## src/rtl/noc_wrr_arb.sv

```systemverilog
// noc_wrr_arb: packet-level weighted round-robin arbiter with starvation override.
// Winners hold a registered one-hot grant for a whole packet.
// Each agent may win up to weight[i] consecutive packets before the
// round-robin pointer moves on.
module noc_wrr_arb #(
   parameter  int NUM_AGENTS   = 4,
   parameter  int WEIGHT_W     = 4,
   parameter  int STARV_THRESH = 8,
   localparam int IDW          = (NUM_AGENTS > 2) ? $clog2(NUM_AGENTS) : 1
) (
   input  logic                           clk,
   input  logic                           rst_n,
   input  logic [NUM_AGENTS-1:0]          req,
   input  logic [NUM_AGENTS-1:0]          req_last,
   input  logic [NUM_AGENTS*WEIGHT_W-1:0] weight,
   input  logic                           gnt_ready,
   output logic [NUM_AGENTS-1:0]          grant,
   output logic                           grant_valid,
   output logic [IDW-1:0]                 grant_id,
   output logic [NUM_AGENTS-1:0]          starved
);

   localparam int WAIT_W = $clog2(STARV_THRESH + 1);

   typedef enum logic {IDLE, BUSY} state_e;

   state_e                  state_q;
   logic [NUM_AGENTS-1:0]   grant_q;
   logic                    grant_valid_q;
   logic [IDW-1:0]          grant_id_q;
   logic [IDW-1:0]          ptr_q;
   logic [IDW-1:0]          last_q;
   logic [WEIGHT_W-1:0]     cnt_q;
   logic [WAIT_W-1:0]       wait_q [NUM_AGENTS];
   logic [WAIT_W-1:0]       wait_d [NUM_AGENTS];
   logic [NUM_AGENTS-1:0]   starved_q;

   logic [NUM_AGENTS-1:0]   starv_req;
   logic [IDW-1:0]          win;
   logic [WEIGHT_W-1:0]     w_weight;
   logic [WEIGHT_W-1:0]     eff_w;
   logic [WEIGHT_W-1:0]     cnt_new;
   logic [IDW-1:0]          ptr_wrap;
   logic                    pkt_done;

   // Modulo-NUM_AGENTS wrap for ptr+k, which never exceeds 2*NUM_AGENTS-2.
   function automatic int wrap(input int v);
      return (v >= NUM_AGENTS) ? v - NUM_AGENTS : v;
   endfunction

   // Winner selection: lowest-index starved requester, else round-robin from ptr.
   always_comb begin
      // NOTE: every always_comb output gets a default first so no path leaves it unassigned (no latch).
      win       = '0;
      starv_req = starved_q & req;
      // Scan from the far end so the first match in scan order is written last.
      for (int k = NUM_AGENTS - 1; k >= 0; k--) begin
         if (req[wrap(int'(ptr_q) + k)]) win = IDW'(wrap(int'(ptr_q) + k));
      end
      if (|starv_req) begin
         for (int i = NUM_AGENTS - 1; i >= 0; i--) begin
            if (starv_req[i]) win = IDW'(i);
         end
      end
   end

   // Packet-completion and weight bookkeeping for the current owner.
   always_comb begin
      w_weight = weight[int'(grant_id_q) * WEIGHT_W +: WEIGHT_W];
      eff_w    = (w_weight == '0) ? WEIGHT_W'(1) : w_weight;
      cnt_new  = (grant_id_q == last_q) ? cnt_q + WEIGHT_W'(1) : WEIGHT_W'(1);
      ptr_wrap = (grant_id_q == IDW'(NUM_AGENTS - 1)) ? '0 : grant_id_q + IDW'(1);
      // A dropped request before the last beat is an abort, handled as completion.
      pkt_done = (state_q == BUSY) &&
                 (!req[grant_id_q] || (gnt_ready && req_last[grant_id_q]));
   end

   // Arbitration FSM with registered grant outputs and WRR pointer/credit state.
   always_ff @(posedge clk or negedge rst_n) begin
      if (!rst_n) begin
         state_q       <= IDLE;
         grant_q       <= '0;
         grant_valid_q <= 1'b0;
         grant_id_q    <= '0;
         ptr_q         <= '0;
         last_q        <= '0;
         cnt_q         <= '0;
      end else begin
         // NOTE: sequential state uses non-blocking assignments so all registers update from pre-edge values.
         case (state_q)
            IDLE: begin
               if (|req) begin
                  state_q       <= BUSY;
                  grant_q       <= NUM_AGENTS'(1) << win;
                  grant_valid_q <= 1'b1;
                  grant_id_q    <= win;
               end
            end
            BUSY: begin
               if (pkt_done) begin
                  state_q       <= IDLE;
                  grant_q       <= '0;
                  grant_valid_q <= 1'b0;
                  grant_id_q    <= '0;
                  last_q        <= grant_id_q;
                  if (cnt_new >= eff_w) begin
                     ptr_q <= ptr_wrap;
                     cnt_q <= '0;
                  end else begin
                     ptr_q <= grant_id_q;
                     cnt_q <= cnt_new;
                  end
               end
            end
            default: state_q <= IDLE;
         endcase
      end
   end

   // Per-agent wait counters: count ungranted request cycles, saturating at the threshold.
   always_comb begin
      for (int i = 0; i < NUM_AGENTS; i++) begin
         if (!req[i] || grant_q[i]) begin
            wait_d[i] = '0;
         end else if (wait_q[i] != WAIT_W'(STARV_THRESH)) begin
            wait_d[i] = wait_q[i] + WAIT_W'(1);
         end else begin
            wait_d[i] = wait_q[i];
         end
      end
   end

   // Wait counter and starvation flag registers. The flag is registered alongside
   // the counter, so it clears on the same edge the counter is cleared by a grant
   // and a starved agent is served exactly one packet.
   always_ff @(posedge clk or negedge rst_n) begin
      if (!rst_n) begin
         // NOTE: the counter array is reset element by element; starvation must not survive a reset.
         for (int i = 0; i < NUM_AGENTS; i++) wait_q[i] <= '0;
         starved_q <= '0;
      end else begin
         for (int i = 0; i < NUM_AGENTS; i++) begin
            wait_q[i]    <= wait_d[i];
            starved_q[i] <= (wait_d[i] == WAIT_W'(STARV_THRESH));
         end
      end
   end

   assign grant       = grant_q;
   assign grant_valid = grant_valid_q;
   assign grant_id    = grant_id_q;
   assign starved     = starved_q;

endmodule

```

## config.mk

```make
export PLATFORM = sky130hd
export DESIGN_NAME = noc_wrr_arb
export DESIGN_NICKNAME = d
export VERILOG_FILES = /design/src/rtl/noc_wrr_arb.sv
export SDC_FILE = /design/constraint.sdc
export NUM_CORES = 1
export LEC_CHECK = 0
export ABC_AREA = 1
export CORE_MARGIN = 2
export CORE_UTILIZATION = 53
export CTS_CLUSTER_SIZE = 24
export DETAILED_ROUTE_END_ITERATION = 12
export PLACE_DENSITY = 0.8
export SLEW_MARGIN = 20
export SYNTH_ARGS = -nofsm -noshare
export SYNTH_HDL_FRONTEND = slang
export SYNTH_SLANG_ARGS = --single-unit
export TNS_END_PERCENT = 10
```

## constraint.sdc

```tcl
create_clock -name clk -period 2.2 [get_ports clk]
set_input_delay 0.33 -clock clk [delete_from_list [all_inputs] [get_ports clk]]
set_output_delay 0.33 -clock clk [all_outputs]
set_load 0.02 [all_outputs]
```

After elaboration in Yosys (flattened, before gate mapping)
Index checks and enable logic that the tools add are counted.

Bits in registers: 36. Bits of input ports: 27. Output and inout bits: 11. Word-level logic and storage cells: 122.

Add/sub/neg operators: 13. $lt $le $gt $ge: 10. Equality and inequality tests: 12. Shifts and indexed selects: 2. Mux-type cells: 54. Bitwise logic cells: 2. Reduce and logical (&&, ||, !) cells: 17.

Operators with widths (number): < comparator 32 x 4 -> 1 bit (second input constant) (4); two-way mux 32 bit (4); two-way mux 4 bit (13); two-way mux 2 bit (13); adder 4 x 1 -> 4 bit (second input constant) (5); equality test 4 bit (second input constant) (4); != test 4 bit (second input constant) (4); variable part select 16 x 5 -> 4 bit (1); two-way mux 1 bit (14); binary-select mux 1 bit (select 2 bit) (6); subtractor 3 x 3 -> 4 bit (second input constant) (3); >= comparator 3 bit (second input constant) (3); one-hot mux 4 bit (2 select lines) (1); OR reduction 4 bit (2); adder 2 x 2 -> 3 bit (second input constant) (2); zero test 1 bit (5); logical OR 1 bit (5); bitwise AND 4 bit (1); >= comparator 4 bit (1); zero test 4 bit (1); one-hot mux 1 bit (2 select lines) (2); one-hot mux 2 bit (2 select lines) (1); AND reduction 2 bit (2); << shifter 1 x 2 -> 4 bit (first input constant) (1); 11 further kinds (12).

Longest topological paths before layout
Gate-level depths: netlist of run 1.

Word-level depth: 18. Depth in mapped cells: 14. Depth with buffers taken out: 13.

Worst setup path after synthesis of run 1
Ideal clock, no wire load.

Path kind: register to register. From: reg grant_id_q[0], in the netlist grant_id[0]. To: reg ptr_q[1]. Setup time: 77 ps. Arrival time: 2122 ps. Required time: 2123 ps. Path slack: 0 ps. Stages on the path, launching flop included: 13. Buffers on the path: 2. Clock period less this slack: 2200 ps. Path through: dfrtp_1 buf_2 buf_2 nand2_1 a32o_1 nand3_1 o221ai_1 ha_1 nand4_1 nand3_1 o21ai_0 a21oi_1 a21oi_1.

Cells in the longest elaborated chain, start to end: 6. Elaborated cells on any way between the ends: 19. Classes of those cells: add/sub: 1; order compare: 1; eq/ne: 2; shift: 1; mux: 8; reduce/logical: 6.

RTL lines: start: declaration (RTL line 30) `logic [IDW-1:0] grant_id_q;`; start signal: assignment (RTL line 96) `grant_id_q <= win;`; branches (longest 6 deep; another with >= comparator 4 bit); end signal: assignment (RTL line 107) `ptr_q <= ptr_wrap;`; end signal: assignment (RTL line 110) `ptr_q <= grant_id_q;`; end: declaration (RTL line 31) `logic [IDW-1:0] ptr_q;`.

Several ways; the timed one is not identified. The select of a mux whose other input is x is not followed. A chain may end at the register's enable or synchronous reset.

Final worst setup path of run 1
Ends and elaborated chain as after synthesis.

==> results of run 1 <==
-- kinds of logic after synthesis --
family	after synthesis
and+or+nand+nor	133
buffers and inverters	52
AOI/OAI and AO/OA	47
DFF	36
adders and majority gates	14
xor gates and xnor gates	4
-- report_power, final --
part	leakage [nW]	switching [mW]	internal (mW)
logic	0.892	1.05	0.782
clock network	0.0645	0.230	0.400
registers	0.473	0.182	0.836
-- per-stage QoR --
stage	instances	power [mW]	hold WS, ps	util [%]
3_3_place_gp	376	2.581	476.7	66.22
3_5_place_dp	376	2.642	466.8	66.22
4_1_cts	385	3.305	462.1	69.69
5_1_grt	387	3.795	485.6	71.97
2_1_floorplan	286	2.155	34.41	-
6_report	387	3.485	451.3	71.97
-- final cells by class --
| class | instances | area [um2] |
|---|---|---|
| flip-flops and latches | 36 | 903.4 |
| well taps | 50 | 62.56 |
| fillers | 318 | 1121 |
| clock buffers | 7 | 96.34 |
| multi-input cells | 198 | 1154 |
| inverters | 48 | 182.7 |
| clock inverters | 1 | 30.03 |
| repair buffers | 47 | 450.4 |
-- cell usage after synthesis (3+ instances only) --
master,number,area share [%]
sky130_fd_sc_hd__nor4_1,4,1.1
sky130_fd_sc_hd__nand3_1,21,4.8
sky130_fd_sc_hd__nor2_1,22,3.8
sky130_fd_sc_hd__nand3_2,3,1.4
sky130_fd_sc_hd__dfrtp_1,36,41
sky130_fd_sc_hd__nand4_1,3,0.85
sky130_fd_sc_hd__nor3_1,6,1.4
sky130_fd_sc_hd__a21oi_1,19,4.3
sky130_fd_sc_hd__ha_1,14,8.0
sky130_fd_sc_hd__o21ai_1,4,0.91
sky130_fd_sc_hd__inv_2,5,0.85
sky130_fd_sc_hd__inv_1,42,7.2
sky130_fd_sc_hd__or2_2,3,0.85
sky130_fd_sc_hd__nand2_1,63,11
sky130_fd_sc_hd__nand2_2,5,1.4
sky130_fd_sc_hd__o21ai_0,11,2.5
sky130_fd_sc_hd__o22ai_1,5,1.4
-- path summary, 6_finish.rpt --
path | startpoint | endpoint | depth (start not counted)
setup / recovery | grant_id[0]$_DFFE_PN0P_ | ptr_q[1]$_DFFE_PN0P_ | 13
hold / removal | rst_n | wait_q[13]$_DFF_PN0_ | 2
setup reg to reg | grant_id[0]$_DFFE_PN0P_ | ptr_q[1]$_DFFE_PN0P_ | 13
hold reg to reg | grant_valid$_DFFE_PN0P_ | grant_valid$_DFFE_PN0P_ | 2
max in group asynchronous | rst_n | grant_id[0]$_DFFE_PN0P_ | 2
min in group clk | grant_valid$_DFFE_PN0P_ | grant_valid$_DFFE_PN0P_ | 2
-- layer usage --
metal	vias to the layer above	global-route usage (%)	routed length, um
met1	968	27.97	2245
met5	-	0	0
li1	1032	-	-
met3	10	5.428	306
met2	54	39.32	2509
met4	0	10.00	92
-- worst max-delay path, cell delays in order (launching register included) --
cell and delay (ps):
sky130_fd_sc_hd__dfrtp_2 450, sky130_fd_sc_hd__buf_6 140, sky130_fd_sc_hd__o21ai_2 120, sky130_fd_sc_hd__o22ai_1 110, sky130_fd_sc_hd__inv_1 140, sky130_fd_sc_hd__nand3_2 90
sky130_fd_sc_hd__o221ai_2 70, sky130_fd_sc_hd__ha_2 200, sky130_fd_sc_hd__nor2_2 40, sky130_fd_sc_hd__o211ai_1 190, sky130_fd_sc_hd__nand3_2 140, sky130_fd_sc_hd__o21ai_1 150
sky130_fd_sc_hd__a21oi_1 50, sky130_fd_sc_hd__a21oi_1 130
-- timing repair --
| item | in CTS | in global routing |
|---|---|---|
| gates resized for setup | 1 | 25 |
| setup buffers | 1 | 1 |
| hold endpoints to repair | 0 | 0 |
| gates cloned | 0 | 1 |
| pin swaps | 0 | 10 |
| endpoints found under the setup margin | 2 | 6 |
-- flip-flops by register name, indices dropped and copies added (netlist names) --
name	cells
wait_q	16
cnt_q	4
grant	4
starved	4
grant_id	2
last_q	2
ptr_q	2
grant_valid	1
state_q	1
==> impl_results.md, run 1 <==
- Final setup slack of the worst path: 90.94 ps
- # hold bufs at CTS: 0
- Drt initial violations: 87
- Library cell used as clock root buffer: sky130_fd_sc_hd__clkbuf_8
- Total cell area at the placement stage: 2649 um2
- Boundary Pins: 38
- Flip-flop and latch count after synthesis: 36
- Final worst path period need: about 2100 ps
- Biggest fanout along the worst timing path: 5
- Synth-to-Final Area Change: 31.11%
- Routed wirelength normalized by instance count: 13.32 um
- Initial core utilization: a little over half
- Largest net degree at the start of global routing: 37
- Residual DRC count: 0
- Via count of the first global-routing pass: 1918
- Synthesized-area fraction occupied by xor and xnor cells: 1.595%
- H-Tree Level Count: 2
- Number of nets still failing antenna checks after routing: 0
- CTS tree: built
- Run status: finished, final reports clean
- Core outline area: 4000 um2
- Vias per cell: 5.333
- Number of enable-type register cells in the synthesized netlist: 0
- Most common cell after layout, fill and taps aside: sky130_fd_sc_hd__nand2_1
- Pin slew with the least headroom to its limit: 447.1 ps
- Dominant combinational cell family by area after synthesis: simple AND/OR/NAND/NOR gates
- TritonCTS Buffers: 5
- Vias after detailed routing: 2064
- Compound-gate portion of the synthesized area: 12.31%
- Die Outline Area: about 4700 um2
- Worst clock skew: 7.852 ps
- Worst min path class: in2async
- Die H: roughly 68 um
- Worst slew margin relative to its limit: 70.19%
- Total half-perimeter wirelength after legalization and detailed placement: about 3800 um
- Final-report max-slew violation count: 0
- Syn avg cell area: roughly 7.7 um2
- Aggregate global-route resource usage: 23.14%
- Ant diodes: 0
- Number of antenna violations at the first check in global routing: 0
- Power density over cell area: 1210 nW/um2
- Number of optimization iterations in the first detailed-route pass: 5
- Worst path required time: 2400 ps
- Setup slack of the most critical reg-to-reg path: 90 ps
- Register area share after synthesis: 41.03%
- Part of the cycle the worst path needs: about 96%
- Fmax: 474.1 MHz
- DRT Wirelength: approximately 5000 um
- Nets in the synthesized netlist: 327
- Final estimated routing congestion in global placement: 0.8749
- Chip width: 68.37 um
- Fraction of the mapped netlist area in simple logic gates: 27.29%
- Async set or reset register ratio after synthesis: 100.0%
- Warnings, synthesis: 0
- Max-cap viol count: 0
- Final Instance Area: ~2900 um2
- RSZ-0062 raised after global routing: yes
- Number of buffers added on ports: 37
- Synthesized-area fraction occupied by adder cells: 7.977%
- Final global-route overflow total: 0
- Fraction of synthesized area in multiplexers: 0%
- Std-Cell Rows: 23
- Clock insertion delay at the later pin of the skew report: a little under 300 ps
- Final number of setup-violating endpoints: 0
- Post-route setup TNS: 0 ps
- Post-placement worst setup slack: -107.9 ps
- Total number of nets in the final design: 377
- Peak supply drop: 637.6 uV
- Critical Path Sink Type: flip-flop
- Leakage: around 1.4 nW
- Post-synth cell types: 31
- Post-synthesis instance area: 2196 um2
- Largest buffer count on any clock path: 2
- Critical path launch point type: flip-flop
- Number of cells produced by synthesis: 286
- Share of layout cells above drive strength 1: between 15 and 20%
- Global-route wire length before repair: 8017 um
- Commonest cells after routing, fill and taps aside: sky130_fd_sc_hd__nand2_1, sky130_fd_sc_hd__inv_1, sky130_fd_sc_hd__clkdlybuf4s50_1
- Startpoint-to-endpoint class of the critical path: reg2reg
- CP Data Arrival Time: about 2300 ps
- Number of failing hold endpoints at the final stage: 0
- Sinks on the clock net: 36
- Most used DFF post-synth: sky130_fd_sc_hd__dfrtp_1
- Clock-pin slew on the worst setup and hold paths: 70 ps
Note: power is estimated with default switching activity, not from simulation.
==> run 2, diff against run 1 <==
CAP_MARGIN = 30   (was default)
GPL_ROUTABILITY_DRIVEN = 1   (was default)
==> results of run 2 <==
No change in the layout: final DEF, timing and power equal those of run 1.
